**config.mk**
```make
export PLATFORM = sky130hd
export DESIGN_NAME = if_fetch_queue
export DESIGN_NICKNAME = d
export VERILOG_FILES = /design/src/rtl/if_fetch_queue.sv
export SDC_FILE = /design/constraint.sdc
export NUM_CORES = 1
export LEC_CHECK = 0
export ABC_AREA = 1
export ABC_CLOCK_PERIOD_IN_PS = 4850
export CAP_MARGIN = 20
export CORE_ASPECT_RATIO = 0.6
export CORE_MARGIN = 5
export CORE_UTILIZATION = 48
export CTS_BUF_LIST = sky130_fd_sc_hd__clkbuf_4 sky130_fd_sc_hd__clkbuf_8 sky130_fd_sc_hd__clkbuf_16
export CTS_CLUSTER_SIZE = 25
export DETAILED_ROUTE_END_ITERATION = 7
export PLACE_DENSITY = 0.79
export RECOVER_POWER = 50
export SLEW_MARGIN = 20
export SYNTH_ARGS = -nofsm -noshare
export SYNTH_HDL_FRONTEND = slang
export SYNTH_SLANG_ARGS = --single-unit
```
**constraint.sdc**
```tcl
create_clock -name clk -period 4.85 [get_ports clk]
set_input_delay 0.97 -clock clk [delete_from_list [all_inputs] [get_ports clk]]
set_output_delay 0.97 -clock clk [all_outputs]
set_load 0.1 [all_outputs]
```
**src/rtl/if_fetch_queue.sv**
```systemverilog
// if_fetch_queue: first-word-fall-through prefetch FIFO between fetch and the IF/ID register.
// Define FETCH_QUEUE_STATS_EN to add the max_count / flush_drops statistics outputs.
module if_fetch_queue #(
    parameter  int DEPTH = 4,
    localparam int AW    = $clog2(DEPTH)
) (
    input  logic          clk,
    input  logic          rst,
    input  logic          flush,
    input  logic          in_valid,
    input  logic [31:0]   in_pc,
    input  logic [31:0]   in_instr,
    output logic          in_ready,
    output logic          out_valid,
    output logic [31:0]   out_pc,
    output logic [31:0]   out_instr,
    input  logic          out_ready,
    output logic [AW:0]   count
`ifdef FETCH_QUEUE_STATS_EN
    ,
    output logic [AW:0]   max_count,
    output logic [15:0]   flush_drops
`endif
);

    localparam logic [AW:0] FULL_CNT = (AW+1)'(DEPTH);

    logic [63:0]   r_mem [DEPTH];
    logic [AW-1:0] r_wr_ptr;
    logic [AW-1:0] r_rd_ptr;
    logic [AW:0]   r_count;

    logic          w_push;
    logic          w_pop;
    logic [AW:0]   w_count_next;
    logic [63:0]   w_head;

    assign in_ready  = (r_count != FULL_CNT);
    assign out_valid = (r_count != '0);
    assign count     = r_count;

    assign w_push = in_valid & in_ready & ~flush;
    assign w_pop  = out_valid & out_ready & ~flush;

    // Empty head reads as zero so the IF/ID register latches a bubble.
    assign w_head    = out_valid ? r_mem[r_rd_ptr] : 64'd0;
    assign out_pc    = w_head[63:32];
    assign out_instr = w_head[31:0];

    always_comb begin
        w_count_next = r_count;
        if (flush) begin
            w_count_next = '0;
        end else if (w_push && !w_pop) begin
            w_count_next = r_count + (AW+1)'(1);
        end else if (w_pop && !w_push) begin
            w_count_next = r_count - (AW+1)'(1);
        end
    end

    always_ff @(posedge clk) begin
        if (rst) begin
            r_wr_ptr <= '0;
            r_rd_ptr <= '0;
            r_count  <= '0;
        end else begin
            r_count <= w_count_next;
            if (flush) begin
                r_wr_ptr <= '0;
                r_rd_ptr <= '0;
            end else begin
                if (w_push) r_wr_ptr <= r_wr_ptr + AW'(1);
                if (w_pop)  r_rd_ptr <= r_rd_ptr + AW'(1);
            end
        end
    end

    always_ff @(posedge clk) begin
        if (w_push) r_mem[r_wr_ptr] <= {in_pc, in_instr};
    end

`ifdef FETCH_QUEUE_STATS_EN
    logic [AW:0] r_max_count;
    logic [15:0] r_flush_drops;
    logic [16:0] w_drops_sum;

    assign w_drops_sum = {1'b0, r_flush_drops} + 17'(r_count);
    assign max_count   = r_max_count;
    assign flush_drops = r_flush_drops;

    always_ff @(posedge clk) begin
        if (rst) begin
            r_max_count   <= '0;
            r_flush_drops <= '0;
        end else begin
            if (w_count_next > r_max_count) r_max_count <= w_count_next;
            if (flush) r_flush_drops <= w_drops_sum[16] ? 16'hFFFF : w_drops_sum[15:0];
        end
    end
`endif

endmodule

```
-- Yosys cells after proc, flatten, opt, wreduce, memory -nomap -nowiden
Memory sizes are Yosys's and may differ from the RTL's. A register that Yosys moved wholly into a read port is not among the register bits.
Cells that the tools add are included.
- flip-flop bits (word level): 7
- RAM bits: 256
- bits of input ports: 69
- word-level logic and storage cells: 28
- memories kept: 1
- memories (name ; words ; width ; rd ports ; clocked after Yosys merged registers in ; write ports ; RTL line ; RTL):
    r_mem ; 4 ; 64 ; 1 ; 1 ; 1 ; 28 ; logic [63:0] r_mem [DEPTH];
- add/sub/neg operators: 4
- equal/unequal tests: 1
- muxes and demuxes: 7
- bitwise logic cells: 5
- reduce and logical (&&, ||, !) cells: 7
- operator list (operator ; number):
    64-bit two-way mux ; 1
    3-bit two-way mux ; 2
    2-bit by 1-bit adder with 2-bit output, second input constant ; 2
    1-bit AND ; 4
    2-bit two-way mux ; 2
    3-bit by 1-bit adder with 3-bit output, second input constant ; 1
    3-bit inequality test, second input constant ; 1
    3-bit nonzero test ; 1
    3-bit by 1-bit subtractor with 3-bit output, second input constant ; 1
    1-bit logical AND ; 2
    1-bit logical NOT ; 2
    1-bit two-way mux ; 2
    2-bit nonzero test ; 1
    2-bit OR reduction ; 1
    1-bit inverter ; 1

-- Depth between registers and ports, before layout
- depth after elaboration: 7
- mapped depth: 13

-- Worst setup path after synthesis
No wires, ideal clock.
- kind: register to register
- from: register r_count[1] (netlist: count[1])
- to: memory r_mem[0][0] (enable)
- data arrival time: 4.876 ns
- data required time: 4.363 ns
- setup slack: -0.512 ns
- cell stages (with the launch flop): 5
- clock period less this slack: 5.362 ns
- cells stage by stage: dfxtp_1 > nor2_1 > nand2_1 > nand2_1 > nor2_1
- longest elaborated chain between the ends: 5
- RTL lines (item ; RTL line ; RTL):
    start, declared ; 31 ; logic [AW:0] r_count;
    start signal, assigned ; 67 ; r_count <= w_count_next;
    3-bit inequality test ; 38 ; assign in_ready = (r_count != FULL_CNT);
    net in_ready ; 13 ; output logic in_ready,
    1-bit AND (2 in series) ; 42 ; assign w_push = in_valid & in_ready & ~flush;
    1-bit two-way mux ; 79 ; if (w_push) r_mem[r_wr_ptr] <= {in_pc, in_instr};
    1-bit two-way mux (not written as such) ; 79 ;
    end, declared ; 28 ;
The timed path passes the listed nets, and every way through them passes these cells.

==> results.json <==
{
  "place_hpwl_um": 12660,
  "die_area_um2": 24850,
  "cts_made_buffers": 24,
  "yosys.cell_types.count": 19,
  "avgViaCountPerCell": 5.247,
  "num-fill-cells": 1653,
  "grt_setup_unrepaired": "no",
  "post-layout-total-power_uw": 5055,
  "num_vias": 6564,
  "cts-root-buf": "sky130_fd_sc_hd__clkbuf_16",
  "fraction_of_synthesized_cell_area_in_xor_and_xnor_cells_pct": 0.08404,
  "comb_power_share_pct": 12.0,
  "max_capacitance_violation_total": 2,
  "most_frequent_standard_cell_in_the_layout_excluding_fill_and_tap_cells": "sky130_fd_sc_hd__nor2_1",
  "core_um2": 21190,
  "initial_utilization_pct": 49.19,
  "design_area_um2": 12610,
  "nets": 1029,
  "grt_start_max_net_pins": 73,
  "clkSinkCount": 265,
  "grt_antenna_before_repair": 2,
  "cp_data_required_time_ns": 3.88,
  "wire_length_of_the_first_global_routing_pass_um": 34980,
  "global_route.usage.total_pct": 17.76,
  "violated_checks": "capacitance limit, slew limit",
  "commonest_cells_after_routing_fill_and_taps_aside": "267 x sky130_fd_sc_hd__nor2_1, 256 x sky130_fd_sc_hd__edfxtp_1, 118 x sky130_fd_sc_hd__o21ai_0",
  "power_density_nw_per_um2": 400.8,
  "swShare_pct": 25.14,
  "final_max_slew_viol_count": 66,
  "synthCells": 827,
  "gr-usage-met1_pct": 25.15,
  "yosys_warnings": 0,
  "power.share.sequential_pct": 50.7,
  "clock_h_tree_levels": 1,
  "groute.layer.met2.usage_pct": 29.17,
  "status": "finished with violations",
  "crit_path_max_fanout": 59,
  "grt-busiest-layer": "met2",
  "worst_clock_skew_ns": 0.007303,
  "detail_route.first_pass.iterations": 5,
  "achievable-frequency_ghz": 0.2362,
  "post_cts.resized_instances": 0,
  "holdCritStartpoint": "r_rd_ptr[1]$_SDFFE_PP0P_",
  "synth_simple_gate_area_share_pct": 10.64,
  "timing.rr.end": "r_mem[3][41]$_DFFE_PP_",
  "grt_overflow_total": 0,
  "max_slew_margin_pct": -40.84,
  "rows": 41,
  "synth.mux.area_fraction_pct": 0,
  "grt_util_met3_pct": 3.929,
  "yosys_register_bits": 265,
  "layout-drive-gt1-share_pct": 12.35,
  "wire_per_inst_um": 17.66,
  "largest_family_of_logic_cells_by_synthesized_area": "simple AND/OR/NAND/NOR gates",
  "cts.reportedPaths.clkPinSlew_ns": 0.06,
  "floorplan.die.height_um": 124.1,
  "fin_crit_sh_pct": 87.31,
  "top_level_ports": 138,
  "synth_to_final_area_change_pct": 21.02,
  "reg2reg_from": "count[0]$_SDFFE_PP0P_",
  "reg2reg_slack_ns": 1.83,
  "port_buffers": 137,
  "route.antenna.remaining_nets": 0,
  "worst_setup_path_start_kind": "flop",
  "placed_cell_area_um2": 11810,
  "drt_iter0_drc": 518,
  "internal_power_uw": 3784,
  "critical_path_class": "reg2out",
  "power.switching_uw": 1271,
  "fin_crit_ns": 4.234,
  "crit_arrival_ns": 3.26,
  "post-route-util_pct": 59.53,
  "finalWeightedCongestion": 0.7397,
  "worst-slew-pin-transition_ns": 2.113,
  "maximum_buffer_depth_of_the_clock_tree": 3,
  "synth-adder-area-share_pct": 0.7924,
  "cp_endpoint_kind": "output pin",
  "drc_errors": 0,
  "final-hold-violation-count": 0,
  "clkPwrFrac_pct": 37.2,
  "fp.dieW_um": 200.2,
  "postSynthAreaPerCell_um2": 12.60,
  "synth_compound_gate_area_share_pct": 9.413,
  "synth.cell_area_um2": 10420,
  "vdd_ir_drop_max_mv": 0.2327,
  "r2r.worst_path.cells": 5,
  "grt_pass1_vias": 6466,
  "hold_depth": 2,
  "finalSetupViolCount": 0,
  "holdCritPathClass": "reg2reg",
  "cts.repair_timing.setup_buffer_count": 0,
  "mappedNetlistNets": 902,
  "clk-insertion-delay-late_ns": 0.50,
  "cts-hold-fix-buffers": 0,
  "tritoncts": "built",
  "antenna_cells": 0,
  "postRouteWirelength_um": 22100,
  "yosysSeqAreaShare_pct": 75.50,
  "leakage_uw": 0.004417
}
cells in the mapped netlist (all sizes together):
master | n | area [µm²]
ha | 5 | 62.56
buf | 35 | 256.5
xor2 | 1 | 8.760
o21ai | 128 | 640.6
nand3b | 1 | 7.510
nor2 | 271 | 1017
nand3 | 4 | 20.02
inv | 19 | 71.32
dfxtp | 9 | 180.2
nand2 | 17 | 63.81
clkbuf | 12 | 45.04
a21oi | 68 | 340.3
edfxtp | 256 | 7687
fa | 1 | 20.02
critical path: stages (launching register included):
cell and delay [ns]:
sky130_fd_sc_hd__dfxtp_4 0.75, sky130_fd_sc_hd__clkinv_2 0.76, sky130_fd_sc_hd__buf_4 0.49, sky130_fd_sc_hd__o21ai_0 0.26, sky130_fd_sc_hd__a21oi_1 0.17, sky130_fd_sc_hd__buf_4 0.26
routing by layer:
metal,vias up,wire (µm)
li1,3162,-
met1,3125,9929
met2,241,10120
met3,32,1749
met4,4,270
met5,-,26
per-stage QoR:
step           instances  setup WS (ns)  TNS (ns)  hold WS, ns
2_1_floorplan        827        -0.5122   -131.13       0.4674
3_3_place_gp        1207          1.172         0       0.4803
3_5_place_dp        1207          1.124         0       0.4901
4_1_cts             1251         0.6042         0       0.4997
5_1_grt             1251         0.3273         0       0.5328
6_report            1251         0.6156         0       0.4984
cells by family after synthesis:
logic type,Yosys count
flops,265
xor+xnor,1
compound gates,196
fa+ha+maj,6
simple gates,293
buf+inv,66
layout make-up:
cell class	instances	area [µm²]	share of cell area [%]
well taps	279	349.1	2.768
clock buffers	25	625.6	4.960
clock inverters	19	182.7	1.448
multi-input cells	496	2211	17.53
inverters	19	72.57	0.5754
repair buffers	148	1299	10.30
flip-flops and latches	265	7873	62.42
worst max path at each step:
| stage | startpoint | end | slack (ns) | depth (start not counted) |
|---|---|---|---|---|
| after floorplan | count[1]$_SDFFE_PP0P_ | r_mem[0][0]$_DFFE_PP_ | -0.51 | 4 |
| after global placement | flop | out_pc[25] | 1.17 | 5 |
| after detailed placement | flop | out_pc[25] | 1.12 | 5 |
| after CTS | flop | out_pc[25] | 0.60 | 5 |
| after global routing | flop | out_instr[13] | 0.33 | 5 |
| final | flop | out_instr[13] | 0.62 | 5 |
power groups by stage:
stage | clock network, µW | logic (µW) | registers [µW]
after floorplan | 0 | 421 | 2620
after global placement | 0 | 615 | 2610
after detailed placement | 0 | 621 | 2610
after CTS | 1930 | 623 | 2560
after global routing | 2030 | 641 | 2570
final | 1880 | 608 | 2560
flip-flops by register name (all words and copies together) (netlist names), named ones only:
name	cells
r_rd_ptr	2
count	3
r_wr_ptr	2
r_mem	256
Power figures use the tool's default switching activity.
